[src/rtl/axi_lite_master_port_if.sv]
// AXI4-Lite bus between a single-outstanding master and its slave.
// The master modport drives address/data/valids; the slave modport answers.
interface axi_lite_master_port_if;
    logic [31:0] m_araddr;
    logic        m_arvalid;
    logic        m_arready;
    logic [2:0]  m_arprot;
    logic [31:0] m_rdata;
    logic [1:0]  m_rresp;
    logic        m_rvalid;
    logic        m_rready;
    logic [31:0] m_awaddr;
    logic        m_awvalid;
    logic        m_awready;
    logic [2:0]  m_awprot;
    logic [31:0] m_wdata;
    logic [3:0]  m_wstrb;
    logic        m_wvalid;
    logic        m_wready;
    logic [1:0]  m_bresp;
    logic        m_bvalid;
    logic        m_bready;

    modport master (
        output m_araddr, m_arvalid, m_arprot, m_rready,
        output m_awaddr, m_awvalid, m_awprot, m_wdata, m_wstrb, m_wvalid, m_bready,
        input  m_arready, m_rdata, m_rresp, m_rvalid,
        input  m_awready, m_wready, m_bresp, m_bvalid
    );

    modport slave (
        input  m_araddr, m_arvalid, m_arprot, m_rready,
        input  m_awaddr, m_awvalid, m_awprot, m_wdata, m_wstrb, m_wvalid, m_bready,
        output m_arready, m_rdata, m_rresp, m_rvalid,
        output m_awready, m_wready, m_bresp, m_bvalid
    );
endinterface

[src/rtl/axi_lite_master_port.sv]
// Turns one core load/store request into one AXI4-Lite transaction and
// returns a single-cycle response pulse; one transaction in flight at a time.
module axi_lite_master_port #(
    parameter logic [2:0] PROT = 3'b000
) (
    input  logic        clk,
    input  logic        rstn,
    input  logic        req_valid,
    output logic        req_ready,
    input  logic        req_we,
    input  logic [31:0] req_addr,
    input  logic [31:0] req_wdata,
    input  logic [3:0]  req_wstrb,
    output logic        rsp_valid,
    output logic [31:0] rsp_rdata,
    output logic        rsp_err,
    axi_lite_master_port_if.master m
);

    typedef enum logic [2:0] {IDLE, AR, R, AWW, B, RESP} state_t;
    state_t state;

    // A channel counts as done once its valid is already low or handshakes now.
    logic aw_done, w_done;
    assign aw_done = !m.m_awvalid || m.m_awready;
    assign w_done  = !m.m_wvalid  || m.m_wready;

    assign m.m_arprot = PROT;
    assign m.m_awprot = PROT;

    always_ff @(posedge clk or negedge rstn) begin
        if (!rstn) begin
            state       <= IDLE;
            req_ready   <= 1'b0;
            rsp_valid   <= 1'b0;
            rsp_rdata   <= '0;
            rsp_err     <= 1'b0;
            m.m_araddr  <= '0;
            m.m_arvalid <= 1'b0;
            m.m_rready  <= 1'b0;
            m.m_awaddr  <= '0;
            m.m_awvalid <= 1'b0;
            m.m_wdata   <= '0;
            m.m_wstrb   <= '0;
            m.m_wvalid  <= 1'b0;
            m.m_bready  <= 1'b0;
        end else begin
            case (state)
                IDLE: begin
                    req_ready <= 1'b1;
                    if (req_valid && req_ready) begin
                        req_ready <= 1'b0;
                        if (req_we) begin
                            m.m_awaddr  <= req_addr;
                            m.m_wdata   <= req_wdata;
                            m.m_wstrb   <= req_wstrb;
                            m.m_awvalid <= 1'b1;
                            m.m_wvalid  <= 1'b1;
                            state       <= AWW;
                        end else begin
                            m.m_araddr  <= req_addr;
                            m.m_arvalid <= 1'b1;
                            state       <= AR;
                        end
                    end
                end
                AR: begin
                    if (m.m_arready) begin
                        m.m_arvalid <= 1'b0;
                        m.m_rready  <= 1'b1;
                        state       <= R;
                    end
                end
                R: begin
                    if (m.m_rvalid) begin
                        rsp_rdata  <= m.m_rdata;
                        rsp_err    <= m.m_rresp[1];
                        m.m_rready <= 1'b0;
                        rsp_valid  <= 1'b1;
                        state      <= RESP;
                    end
                end
                AWW: begin
                    if (m.m_awvalid && m.m_awready) m.m_awvalid <= 1'b0;
                    if (m.m_wvalid && m.m_wready)   m.m_wvalid  <= 1'b0;
                    if (aw_done && w_done) begin
                        m.m_bready <= 1'b1;
                        state      <= B;
                    end
                end
                B: begin
                    if (m.m_bvalid) begin
                        rsp_rdata  <= '0;
                        rsp_err    <= m.m_bresp[1];
                        m.m_bready <= 1'b0;
                        rsp_valid  <= 1'b1;
                        state      <= RESP;
                    end
                end
                RESP: begin
                    rsp_valid <= 1'b0;
                    req_ready <= 1'b1;
                    state     <= IDLE;
                end
                default: state <= IDLE;
            endcase
        end
    end

endmodule

[src/flat_wrapper.sv]
// flat-port wrapper written by rule: the top's interface ports become plain ports
module axi_lite_master_port_flat 
#(
    parameter logic [2:0] PROT = 3'b000
)
  (clk, rstn, req_valid, req_ready, req_we, req_addr, req_wdata, req_wstrb, rsp_valid, rsp_rdata, rsp_err, m_m_araddr, m_m_arvalid, m_m_arprot, m_m_rready, m_m_awaddr, m_m_awvalid, m_m_awprot, m_m_wdata, m_m_wstrb, m_m_wvalid, m_m_bready, m_m_arready, m_m_rdata, m_m_rresp, m_m_rvalid, m_m_awready, m_m_wready, m_m_bresp, m_m_bvalid);
  axi_lite_master_port_if m_i ();
  input  logic clk;
  input  logic rstn;
  input  logic req_valid;
  output logic req_ready;
  input  logic req_we;
  input  logic [31:0] req_addr;
  input  logic [31:0] req_wdata;
  input  logic [3:0] req_wstrb;
  output logic rsp_valid;
  output logic [31:0] rsp_rdata;
  output logic rsp_err;
  output wire logic [$bits(m_i.m_araddr)-1:0] m_m_araddr;
  output wire logic [$bits(m_i.m_arvalid)-1:0] m_m_arvalid;
  output wire logic [$bits(m_i.m_arprot)-1:0] m_m_arprot;
  output wire logic [$bits(m_i.m_rready)-1:0] m_m_rready;
  output wire logic [$bits(m_i.m_awaddr)-1:0] m_m_awaddr;
  output wire logic [$bits(m_i.m_awvalid)-1:0] m_m_awvalid;
  output wire logic [$bits(m_i.m_awprot)-1:0] m_m_awprot;
  output wire logic [$bits(m_i.m_wdata)-1:0] m_m_wdata;
  output wire logic [$bits(m_i.m_wstrb)-1:0] m_m_wstrb;
  output wire logic [$bits(m_i.m_wvalid)-1:0] m_m_wvalid;
  output wire logic [$bits(m_i.m_bready)-1:0] m_m_bready;
  input wire logic [$bits(m_i.m_arready)-1:0] m_m_arready;
  input wire logic [$bits(m_i.m_rdata)-1:0] m_m_rdata;
  input wire logic [$bits(m_i.m_rresp)-1:0] m_m_rresp;
  input wire logic [$bits(m_i.m_rvalid)-1:0] m_m_rvalid;
  input wire logic [$bits(m_i.m_awready)-1:0] m_m_awready;
  input wire logic [$bits(m_i.m_wready)-1:0] m_m_wready;
  input wire logic [$bits(m_i.m_bresp)-1:0] m_m_bresp;
  input wire logic [$bits(m_i.m_bvalid)-1:0] m_m_bvalid;
  assign m_m_araddr = m_i.m_araddr;
  assign m_m_arvalid = m_i.m_arvalid;
  assign m_m_arprot = m_i.m_arprot;
  assign m_m_rready = m_i.m_rready;
  assign m_m_awaddr = m_i.m_awaddr;
  assign m_m_awvalid = m_i.m_awvalid;
  assign m_m_awprot = m_i.m_awprot;
  assign m_m_wdata = m_i.m_wdata;
  assign m_m_wstrb = m_i.m_wstrb;
  assign m_m_wvalid = m_i.m_wvalid;
  assign m_m_bready = m_i.m_bready;
  assign m_i.m_arready = m_m_arready;
  assign m_i.m_rdata = m_m_rdata;
  assign m_i.m_rresp = m_m_rresp;
  assign m_i.m_rvalid = m_m_rvalid;
  assign m_i.m_awready = m_m_awready;
  assign m_i.m_wready = m_m_wready;
  assign m_i.m_bresp = m_m_bresp;
  assign m_i.m_bvalid = m_m_bvalid;
  axi_lite_master_port #(.PROT(PROT)) u_core (.clk(clk), .rstn(rstn), .req_valid(req_valid), .req_ready(req_ready), .req_we(req_we), .req_addr(req_addr), .req_wdata(req_wdata), .req_wstrb(req_wstrb), .rsp_valid(rsp_valid), .rsp_rdata(rsp_rdata), .rsp_err(rsp_err), .m(m_i));
endmodule
[config.mk]
export PLATFORM = sky130hd
export DESIGN_NAME = axi_lite_master_port_flat
export DESIGN_NICKNAME = d
export VERILOG_FILES = /design/src/rtl/axi_lite_master_port_if.sv /design/src/rtl/axi_lite_master_port.sv /design/src/flat_wrapper.sv
export SDC_FILE = /design/constraint.sdc
export NUM_CORES = 1
export LEC_CHECK = 0
export ABC_AREA = 1
export CORE_MARGIN = 2
export CORE_UTILIZATION = 38
export DETAILED_ROUTE_END_ITERATION = 6
export GPL_ROUTABILITY_DRIVEN = 0
export PLACE_DENSITY_LB_ADDON = 0.1
export SYNTH_ARGS = -nofsm -noshare
export SYNTH_HDL_FRONTEND = slang
export SYNTH_SLANG_ARGS = --single-unit
[constraint.sdc]
create_clock -name clk -period 1.45 [get_ports clk]
set_input_delay 0.145 -clock clk [delete_from_list [all_inputs] [get_ports clk]]
set_output_delay 0.145 -clock clk [all_outputs]
set_load 0.05 [all_outputs]
==> reports/summary.txt <==
CTS tree -> built
sequential area share after synthesis -> 62.5%
initial DRC count -> 306
commonest non-fill, non-tap cells in the layout -> nand2_1 (253), buf_4 (153), dfrtp_1 (141)
drt pass-1 iters -> 4
Area contributors post-synth -> dfrtp_1 (62%), nand2_1 (18%), o21ai_1 (5.4%)
pin count of the biggest net entering global routing -> 42
Crit. End Element -> register
die footprint -> 16,100 um2
number of synthesis warnings -> 0
#FFs+latches synth -> 143
fmax -> 686 MHz
cells after synthesis -> 621
Buffers on Ports -> 250
DR vias -> 5,066
PwrDens -> 2920 nW/um2
Slew Viols, Final -> 0
clk sinks -> 143
fin nets -> 1,005
status -> complete, but fails checks
FP Rows -> 44
DPL Wire Length -> 11,000 um
antenna violations before repair -> 0
vias in the first global route -> 4,913
internal power -> 13.3 mW
grt ovf -> 0
post-synth top area share -> 62.5%
WL final -> 15,900 um
CP Data Required Time -> 1.78 ns
Peak supply drop -> 1.59 mV
core footprint -> 14,600 um2
Final Util -> 62.2%
Final setup viols -> 1
Hold Violations, Final -> 0
Die Wd -> 127 um
fin crit share -> 101%
H-tree Lvls -> 4
RR Startpoint -> u_core.state[1]
first-pass GRT wire length -> 24,700 um
vias per cell -> 4.65
final worst-path setup slack -> -0.00738 ns
Synth-to-Final Area Change -> 58.9%
Max-Cap Viols -> 0
synthesized area -> 5730 um2
crit-path max FO -> 20
buffer levels on the longest clock path -> 2
crit path launch type -> register
root buf cell -> clkbuf_16
clock share of power -> 16.8%
die extent in y -> 127 um
DRC -> 0
Post-synth EDFFs -> 0
Critical Path Start -> u_core.state[1]
initial core utilization -> 39.1%
fin crit period -> 1.46 ns
clk_skew -> 0.00999 ns
Net Switching -> 13.3 mW
Clock Pin Slew Worst Setup and Hold Paths -> 0.06 ns
ys flop type -> dfrtp_1
Post-synth ARST share -> 100%
combinational cell fraction of total power -> 56.0%
CTS Buf Count -> 17
leading area contributor after synthesis -> dfrtp_1
design area -> 9110 um2
Worst Hold Class -> input pin to asynchronous set/reset pin
synthesized area per cell -> 9.23 um2
Reg power frac -> 27.1%
placed cell areas -> 8240 um2
diode count -> 0
RSZ-0062 raised after global routing -> yes
# IOs -> 259
Net Sw Frac -> 50.0%
Routed Antenna Nets -> 0
commonest non-fill, non-tap cell in the layout -> nand2_1
WS Path Type -> register to register
LEAKAGE -> 4.78 nW
CP arrival -> 1.78 ns
failing checks -> negative setup slack
Total GRT Usage -> 19.3%
Distinct cells, synth -> 26
layout cells sized above 1 -> 27.5%
DR WL/cell -> 14.6 um
Worst-Skew Late Latency -> 0.42 ns
metrics by stage:
| stage | std cells | TNS [ns] | setup WS [ns] | hold slack (ns) | power (mW) |
|---|---|---|---|---|---|
| floorplan | 626 | -0.117 | -0.00417 | -0.151 | 16.9 |
| global placement | 1048 | -1.60 | -0.0477 | 0.0650 | 21.5 |
| detailed placement | 1048 | -2.76 | -0.0835 | 0.0693 | 21.8 |
| CTS | 1081 | 0 | 0.00872 | 0.196 | 26.4 |
| global route | 1089 | -2.07 | -0.0765 | 0.225 | 28.0 |
| finish | 1089 | -0.00738 | -0.00738 | 0.192 | 26.6 |
state kept, by name (all words and copies together) (netlist names):
name / count
u_core.m.m_bready: 1
u_core.m.m_awvalid: 1
u_core.m.m_wstrb: 4
u_core.m.m_awaddr: 32
u_core.m.m_wdata: 32
u_core.req_ready: 1
u_core.m.m_wvalid: 1
u_core.rsp_rdata: 32
u_core.rsp_err: 1
u_core.m.m_arvalid: 1
u_core.m.m_rready: 1
u_core.state: 3
u_core.m.m_araddr: 32
u_core.rsp_valid: 1
what timing repair did:
action                                  CTS  global route
endpoints found under the hold margin   143             0
pin swaps                                 0             2
cloned                                    0             5
endpoints found under the setup margin   37            97
gates resized for setup                   4            58
hold buffers                              1             0
buffers inserted                          0             3
critical path: stages, from the launching register on:
cell       delay, ns
dfrtp_1         0.41
buf_6           0.15
nor2_4          0.11
nand2_2         0.08
nor2_4          0.10
nand2_4         0.12
clkbuf_16       0.21
o21ai_0         0.19
cells in the mapped netlist (3+ instances only):
cell	count
o21ai_1	62
clkbuf_1	7
buf_4	9
buf_1	3
inv_1	41
dfrtp_1	143
buf_2	7
o21ai_2	4
nand2_1	268
o21ai_0	38
a21oi_1	3
buf_6	11
nor2_1	3
nand3_1	6
final cells by class:
cell class / instances / area, um2
clock buffer: 17 / 425
clock inverter: 15 / 186
fill: 1225 / 5540
inverter: 43 / 166
multi-input combinational: 402 / 1830
sequential: 143 / 3580
tap: 184 / 230
timing repair buffer: 285 / 2680
path summary, 6_finish.rpt:
| path | slack [ns] | to | depth (start not counted) |
|---|---|---|---|
| min in group clk | 0.25 | u_core.m.m_wdata[5] | 3 |
| hold reg to reg | 0.47 | u_core.m.m_wdata[31] | 2 |
| max in group asynchronous | 0.74 | u_core.m.m_awaddr[26] | 3 |
| hold / removal | 0.19 | u_core.rsp_rdata[25] | 2 |
| setup / recovery | -0.007 | u_core.m.m_araddr[21] | 7 |
| setup reg to reg | -0.007 | u_core.m.m_araddr[21] | 7 |
per-layer routing:
metal	routed length, um	vias up	GRT usage (%)
li1	-	2488	-
met1	6750	2369	24.0
met2	7660	189	31.5
met3	1230	20	6.92
met4	214	0	6.27
met5	0	-	0
cells by family after synthesis:
| group | after synthesis | share of synthesized area (%) |
|---|---|---|
| flops | 143 | 62.5 |
| simple gates | 288 | 20.2 |
| other cells | 1 | 0.0655 |
| buf+inv | 81 | 7.51 |
| compound gates | 108 | 9.74 |
power by group through the flow:
stage | combinational, mW | sequential [mW] | clock [mW]
floorplan | 3.00 | 13.9 | 0
finish | 14.9 | 7.21 | 4.47
global placement | 14.4 | 7.13 | 0
CTS | 14.6 | 7.20 | 4.56
detailed placement | 14.6 | 7.21 | 0
global route | 15.8 | 7.49 | 4.75
(Power assumes the default switching activity.)
